## config.mk

```make
export PLATFORM = sky130hd
export DESIGN_NAME = dmem_ctrl
export DESIGN_NICKNAME = d
export VERILOG_FILES = /design/src/rtl/dmem_pkg.sv /design/src/rtl/dmem_lane_align.sv /design/src/rtl/dmem_ctrl.sv
export SDC_FILE = /design/constraint.sdc
export NUM_CORES = 1
export LEC_CHECK = 0
export CORE_UTILIZATION = 47
export CTS_BUF_LIST = sky130_fd_sc_hd__clkbuf_16
export DETAILED_ROUTE_END_ITERATION = 7
export PLACE_DENSITY = 0.82
export SLEW_MARGIN = 15
export SYNTH_ARGS = -nofsm -noshare
export SYNTH_HDL_FRONTEND = slang
export SYNTH_SLANG_ARGS = --single-unit
```

## constraint.sdc

```tcl
create_clock -name clk -period 2.7 [get_ports clk]
set_input_delay 0.405 -clock clk [delete_from_list [all_inputs] [get_ports clk]]
set_output_delay 0.405 -clock clk [all_outputs]
set_load 0.005 [all_outputs]
```

## src/rtl/dmem_pkg.sv

```systemverilog
// Shared types and lane helpers for the data-memory controller.
// Lane alignment is little-endian: byte lane = addr[1:0], half lane = addr[1].
package dmem_pkg;

  localparam int WORD_W = 32;

  typedef enum logic [1:0] {
    SZ_B   = 2'd0,
    SZ_H   = 2'd1,
    SZ_W   = 2'd2,
    SZ_RSV = 2'd3
  } size_e;

  typedef enum logic [2:0] {
    ST_IDLE,
    ST_WR,
    ST_RD,
    ST_RESP,
    ST_RMW_RD,
    ST_RMW_MRG,
    ST_RMW_WR,
    ST_ERR
  } state_e;

  // Offsets arrive normalised (half: off[0]=0, word: off=0), so a plain shift picks the lane.
  function automatic logic [WORD_W-1:0] load_extract(input logic [WORD_W-1:0] word,
                                                     input logic [1:0] off,
                                                     input size_e size,
                                                     input logic uns);
    logic [WORD_W-1:0] sh;
    logic [WORD_W-1:0] res;
    sh = word >> {off, 3'b000};
    case (size)
      SZ_B:    res = {{24{~uns & sh[7]}}, sh[7:0]};
      SZ_H:    res = {{16{~uns & sh[15]}}, sh[15:0]};
      default: res = word;
    endcase
    return res;
  endfunction

  function automatic logic [WORD_W-1:0] store_merge(input logic [WORD_W-1:0] old,
                                                    input logic [WORD_W-1:0] nw,
                                                    input logic [1:0] off,
                                                    input size_e size);
    logic [WORD_W-1:0] res;
    res = old;
    case (size)
      SZ_B:    res[{off, 3'b000} +: 8] = nw[7:0];
      SZ_H:    res[{off[1], 4'b0000} +: 16] = nw[15:0];
      default: res = nw;
    endcase
    return res;
  endfunction

endpackage

```

## src/rtl/dmem_lane_align.sv

```systemverilog
// Combinational lane datapath: load extraction/extension and sub-word store merge.
module dmem_lane_align
  import dmem_pkg::*;
(
  input  logic [WORD_W-1:0] rd_word,
  input  logic [WORD_W-1:0] st_data,
  input  logic [1:0]        off,
  input  size_e             size,
  input  logic              uns,
  output logic [WORD_W-1:0] ld_data,
  output logic [WORD_W-1:0] mrg_data
);

  assign ld_data  = load_extract(rd_word, off, size, uns);
  assign mrg_data = store_merge(rd_word, st_data, off, size);

endmodule

```

## src/rtl/dmem_ctrl.sv

```systemverilog
// Data-memory controller: MEM-stage handshake to a synchronous RAM with sub-word RMW.
// Optional macro DMEM_MISALIGN_TRAP_EN: misaligned/reserved accesses respond with rsp_err.
module dmem_ctrl
  import dmem_pkg::*;
#(
  parameter int ADDR_W = 9,
  parameter int DATA_W = 32
) (
  input  logic              clk,
  input  logic              reset,
  input  logic              req_valid,
  output logic              req_ready,
  input  logic              req_we,
  input  logic [1:0]        req_size,
  input  logic              req_unsigned,
  input  logic [31:0]       req_addr,
  input  logic [DATA_W-1:0] req_wdata,
  input  logic [4:0]        req_rd,
  output logic              rsp_valid,
  output logic              rsp_load,
  output logic [DATA_W-1:0] rsp_data,
  output logic [4:0]        rsp_rd,
  output logic              rsp_err,
  output logic              wr,
  output logic              rd,
  output logic [ADDR_W-1:0] addr,
  output logic [DATA_W-1:0] wr_data,
  input  logic [DATA_W-1:0] rd_data
);

  state_e              state_reg, state_next;
  size_e               size_reg;
  logic                uns_reg;
  logic [1:0]          off_reg;
  logic [ADDR_W-1:0]   addr_reg;
  logic [DATA_W-1:0]   wdata_reg;
  logic [DATA_W-1:0]   merged_reg;
  logic [4:0]          rd_reg;

  size_e               req_sz;
  size_e               sz_norm;
  logic [1:0]          off_norm;
  logic                trap;
  logic                accept;
  logic [DATA_W-1:0]   ld_data;
  logic [DATA_W-1:0]   mrg_data;
  logic                unused_addr_hi;

  // High address bits are dropped so accesses wrap inside the RAM.
  assign unused_addr_hi = ^req_addr[31:ADDR_W+2];
  assign req_sz = size_e'(req_size);
  assign accept = (state_reg == ST_IDLE) && req_valid;

  always_comb begin
    sz_norm  = req_sz;
    off_norm = req_addr[1:0];
    case (req_sz)
      SZ_H:         off_norm = {req_addr[1], 1'b0};
      SZ_W, SZ_RSV: begin
        sz_norm  = SZ_W;
        off_norm = 2'b00;
      end
      default: ;
    endcase
  end

`ifdef DMEM_MISALIGN_TRAP_EN
  assign trap = (req_sz == SZ_H && req_addr[0]) ||
                (req_sz == SZ_W && req_addr[1:0] != 2'b00) ||
                (req_sz == SZ_RSV);
`else
  assign trap = 1'b0;
`endif

  always_ff @(posedge clk or negedge reset) begin
    if (!reset) state_reg <= ST_IDLE;
    else        state_reg <= state_next;
  end

  always_ff @(posedge clk or negedge reset) begin
    if (!reset) begin
      size_reg   <= SZ_B;
      uns_reg    <= 1'b0;
      off_reg    <= 2'b00;
      addr_reg   <= '0;
      wdata_reg  <= '0;
      rd_reg     <= '0;
      merged_reg <= '0;
    end else begin
      if (accept) begin
        size_reg  <= sz_norm;
        uns_reg   <= req_unsigned;
        off_reg   <= off_norm;
        addr_reg  <= req_addr[ADDR_W+1:2];
        wdata_reg <= req_wdata;
        rd_reg    <= req_rd;
      end
      if (state_reg == ST_RMW_MRG) merged_reg <= mrg_data;
    end
  end

  dmem_lane_align u_align (
    .rd_word  (rd_data),
    .st_data  (wdata_reg),
    .off      (off_reg),
    .size     (size_reg),
    .uns      (uns_reg),
    .ld_data  (ld_data),
    .mrg_data (mrg_data)
  );

  always_comb begin
    state_next = state_reg;
    req_ready  = 1'b0;
    rsp_valid  = 1'b0;
    rsp_load   = 1'b0;
    rsp_data   = '0;
    rsp_rd     = '0;
    rsp_err    = 1'b0;
    wr         = 1'b0;
    rd         = 1'b0;
    addr       = '0;
    wr_data    = '0;
    case (state_reg)
      ST_IDLE: begin
        req_ready = reset;
        if (req_valid) begin
          if (trap)                state_next = ST_ERR;
          else if (!req_we)        state_next = ST_RD;
          else if (sz_norm == SZ_W) state_next = ST_WR;
          else                     state_next = ST_RMW_RD;
        end
      end
      ST_WR: begin
        wr         = 1'b1;
        addr       = addr_reg;
        wr_data    = wdata_reg;
        rsp_valid  = 1'b1;
        state_next = ST_IDLE;
      end
      ST_RD: begin
        rd         = 1'b1;
        addr       = addr_reg;
        state_next = ST_RESP;
      end
      ST_RESP: begin
        rsp_valid  = 1'b1;
        rsp_load   = 1'b1;
        rsp_data   = ld_data;
        rsp_rd     = rd_reg;
        state_next = ST_IDLE;
      end
      ST_RMW_RD: begin
        rd         = 1'b1;
        addr       = addr_reg;
        state_next = ST_RMW_MRG;
      end
      ST_RMW_MRG: state_next = ST_RMW_WR;
      ST_RMW_WR: begin
        wr         = 1'b1;
        addr       = addr_reg;
        wr_data    = merged_reg;
        rsp_valid  = 1'b1;
        state_next = ST_IDLE;
      end
      ST_ERR: begin
        rsp_valid  = 1'b1;
`ifdef DMEM_MISALIGN_TRAP_EN
        rsp_err    = 1'b1;
`endif
        state_next = ST_IDLE;
      end
      default: state_next = ST_IDLE;
    endcase
  end

endmodule

```

==> impl_metrics.py <==
metrics = {
    "status": {
        "outcome": "finished with violations",
        "violations": "design-rule violations",
    },
    "layout": {
        "drive_gt1_share_pct": 19.50,
        "area_delta_synth_final_pct": 39.04,
        "final_cell_area_sq_um": 8025,
        "final_util_pct": 66.81,
        "final_net_count": 873,
        "stdcell_count": 912,
    },
    "sta": {
        "fin_crit_ns": 2.642,
        "tns_ns": 0,
        "setup_slack_ns": 0.05800,
        "worst_pin_slew_ns": 0.6743,
        "setup_violations": 0,
        "rsz0062_at_grt": "false",
        "period_share_pct": 97.85,
        "final_max_slew_viol_count": 0,
        "timing.hold.ws_ns": 0.4015,
        "hold_violations": 0,
        "slew_headroom_pct": 54.88,
        "clock_skew_ns": 0.008026,
        "fmax_mhz": 378.5,
    },
    "floorplanning": {
        "die_h_microns": 112.8,
        "fp-row-count": 40,
        "core_area_sq_um": 12010,
        "start_util_pct": 48.05,
        "io_pins": 192,
        "die_w_microns": 112.8,
        "die_area_sq_um": 12730,
    },
    "routing": {
        "drtIter0Drc": 601,
        "wire_per_inst_microns": 20.78,
        "drcViolationCount": 2,
        "via_count": 5639,
        "vias_per_cell": 6.183,
        "firstDrtPassIters": 8,
        "wl_microns": 18950,
        "antenna_left": 0,
    },
    "yosys": {
        "netlist_instances": 600,
        "synth.avg_cell_area_sq_um": 9.620,
        "ys_ff_latch": 86,
        "synth_nets": 713,
        "ys.flop_type": "dfrtp_1",
        "yosysSeqAreaShare_pct": 37.29,
        "netlist_area_sq_um": 5772,
        "ys_async_sr_fraction_pct": 100.0,
        "yosysWarnings": 0,
        "synth_edf_count": 0,
        "synth.distinct_cells": 47,
    },
    "critical_path": {
        "end_kind": "output pin",
        "startpoint_type": "flip-flop",
        "r2r_cells": 7,
        "cp.required_ns": 2.30,
        "r2r_start": "off_reg[1]$_DFFE_PN0P_",
        "crit_type": "reg -> out",
        "critPathMaxFanout": 14,
        "r2r-end": "merged_reg[27]$_DFFE_PN0P_",
        "r2r_slack_ns": 0.24,
        "critical_path_arrival_ns": 2.24,
    },
    "power": {
        "powerDensity_nw_per_um2": 1100,
        "power_mw": 8.829,
        "leakagePower_nw": 3.667,
        "ir_drop_mv": 0.5387,
    },
    "place": {
        "hpwlAfterDp_microns": 13930,
        "gp_congestion": 0.9153,
        "place_ws_ns": -0.03512,
        "placed_cell_area_sq_um": 7632,
        "port_buffers": 169,
        "numPlacedInstances": 892,
    },
    "clock_tree": {
        "clk_pin_slew_ns": 0.06,
        "clk_latency_ns": 0.35,
        "root_buffer": "clkbuf_16",
        "numCtsBuffers": 9,
        "cts_max_level": 3,
        "cts_sinks": 86,
        "clock_path_buffers": 2,
        "cts_tree": "built",
    },
    "worst_hold_path": {
        "hold_path.class": "in -> async",
    },
    "global_routing": {
        "grt_first_pass_wirelength_microns": 29730,
        "globalRouteOverflowTotal": 0,
        "antenna_found_initial": 1,
        "grt_start_max_net_pins": 65,
        "grt_pass1_vias": 5596,
        "gr-usage-all-layers_pct": 30.30,
    },
    "job": {
        "maxCapViolCount": 0,
    },
}
layout make-up:
type	count	area, sq um
fillers	951	3986
diodes	1	2.502
clock inverters	6	62.56
flip-flops and latches	86	2156
clock buffers	9	225.2
repair buffers	211	2096
inverters	15	56.30
well taps	147	183.9
multi-input cells	437	3243
layout by cell type (no fill, tap or decap), types with 3 or more instances in the layout:
cell / count
inv_1: 13
ha_1: 5
a221oi_1: 16
o221a_2: 3
a222oi_1: 16
nor2_2: 4
a2bb2oi_1: 4
o22ai_1: 8
dlymetal6s2s_1: 20
clkdlybuf4s50_1: 146
nor3_1: 4
mux2i_1: 31
o211ai_1: 4
clkbuf_16: 9
dfrtp_2: 3
nand3b_1: 8
a21oi_1: 36
buf_12: 3
nor2_1: 59
a31o_2: 23
nand3_1: 12
buf_4: 38
nor2b_1: 25
dfrtp_1: 83
a21o_1: 17
mux2_2: 47
a22oi_1: 4
o21ai_0: 17
o21ai_1: 6
mux2_1: 5
a22o_1: 32
and2_1: 14
nand2_1: 14
synthesized netlist by cell type (all sizes together) (16+ instances only):
library cell  count  share of area [%]
dfrtp            86                 37
nor2             64                4.3
mux2             52                 10
a21oi            37                3.2
buf              35                4.3
a22o             32                4.9
mux2i            31                5.4
clkbuf           27                1.8
nor2b            25                2.7
a31o             24                3.6
o21ai            23                2.0
a21o             17                2.2
a221oi           16                2.4
a222oi           16                2.8
kinds of logic after synthesis:
group | synth area share [%]
XOR/XNOR | 0.3035
adder cells (fa/ha/maj) | 1.084
buffers and inverters | 7.045
AO/OA/AOI/OAI | 24.52
other | 0.06497
multiplexers | 15.52
AND/OR/NAND/NOR | 14.18
flip-flops | 37.29
worst max path at each step:
stage                             start                          to  slack, ns
2_1_floorplan    off_reg[0]$_DFFE_PN0P_  merged_reg[15]$_DFFE_PN0P_       0.39
3_3_place_gp                rd_data[15]                rsp_data[27]       0.04
3_5_place_dp                rd_data[15]                rsp_data[28]      -0.04
4_1_cts        state_reg[0]$_DFFE_PN0P_                 wr_data[11]      0.007
5_1_grt          off_reg[0]$_DFFE_PN0P_                 rsp_data[8]     0.0008
6_report         off_reg[0]$_DFFE_PN0P_                rsp_data[13]       0.06
worst max-delay path, stage by stage, from the launching register on:
cell,delay [ns]
dfrtp_2,0.47
buf_4,0.17
buf_4,0.18
mux2i_1,0.13
o21ai_0,0.17
o21ai_0,0.11
o21ai_1,0.15
clkdlybuf4s50_1,0.52
layer usage:
metal  track usage [%]  vias to the layer above  wire (microns)
met3             5.142                       68            1585
met4             15.20                        0             813
met1             39.17                     2714            7700
met2             49.18                      315            8849
met5                 0                        -               0
li1                  -                     2542               -
power breakdown:
| group | switching (mW) | total (mW) | internal, mW |
|---|---|---|---|
| sequential | 0.756 | 2.67 | 1.91 |
| clock | 0.521 | 1.23 | 0.710 |
| combinational | 2.29 | 4.93 | 2.64 |
repair_timing:
item	CTS	global route
buffers inserted	3	0
gates resized for setup	7	29
pin swaps	1	2
endpoints found under the hold margin	2	0
hold buffers	1	0
endpoints found under the setup margin	26	48
Power figures use the tool's default switching activity.
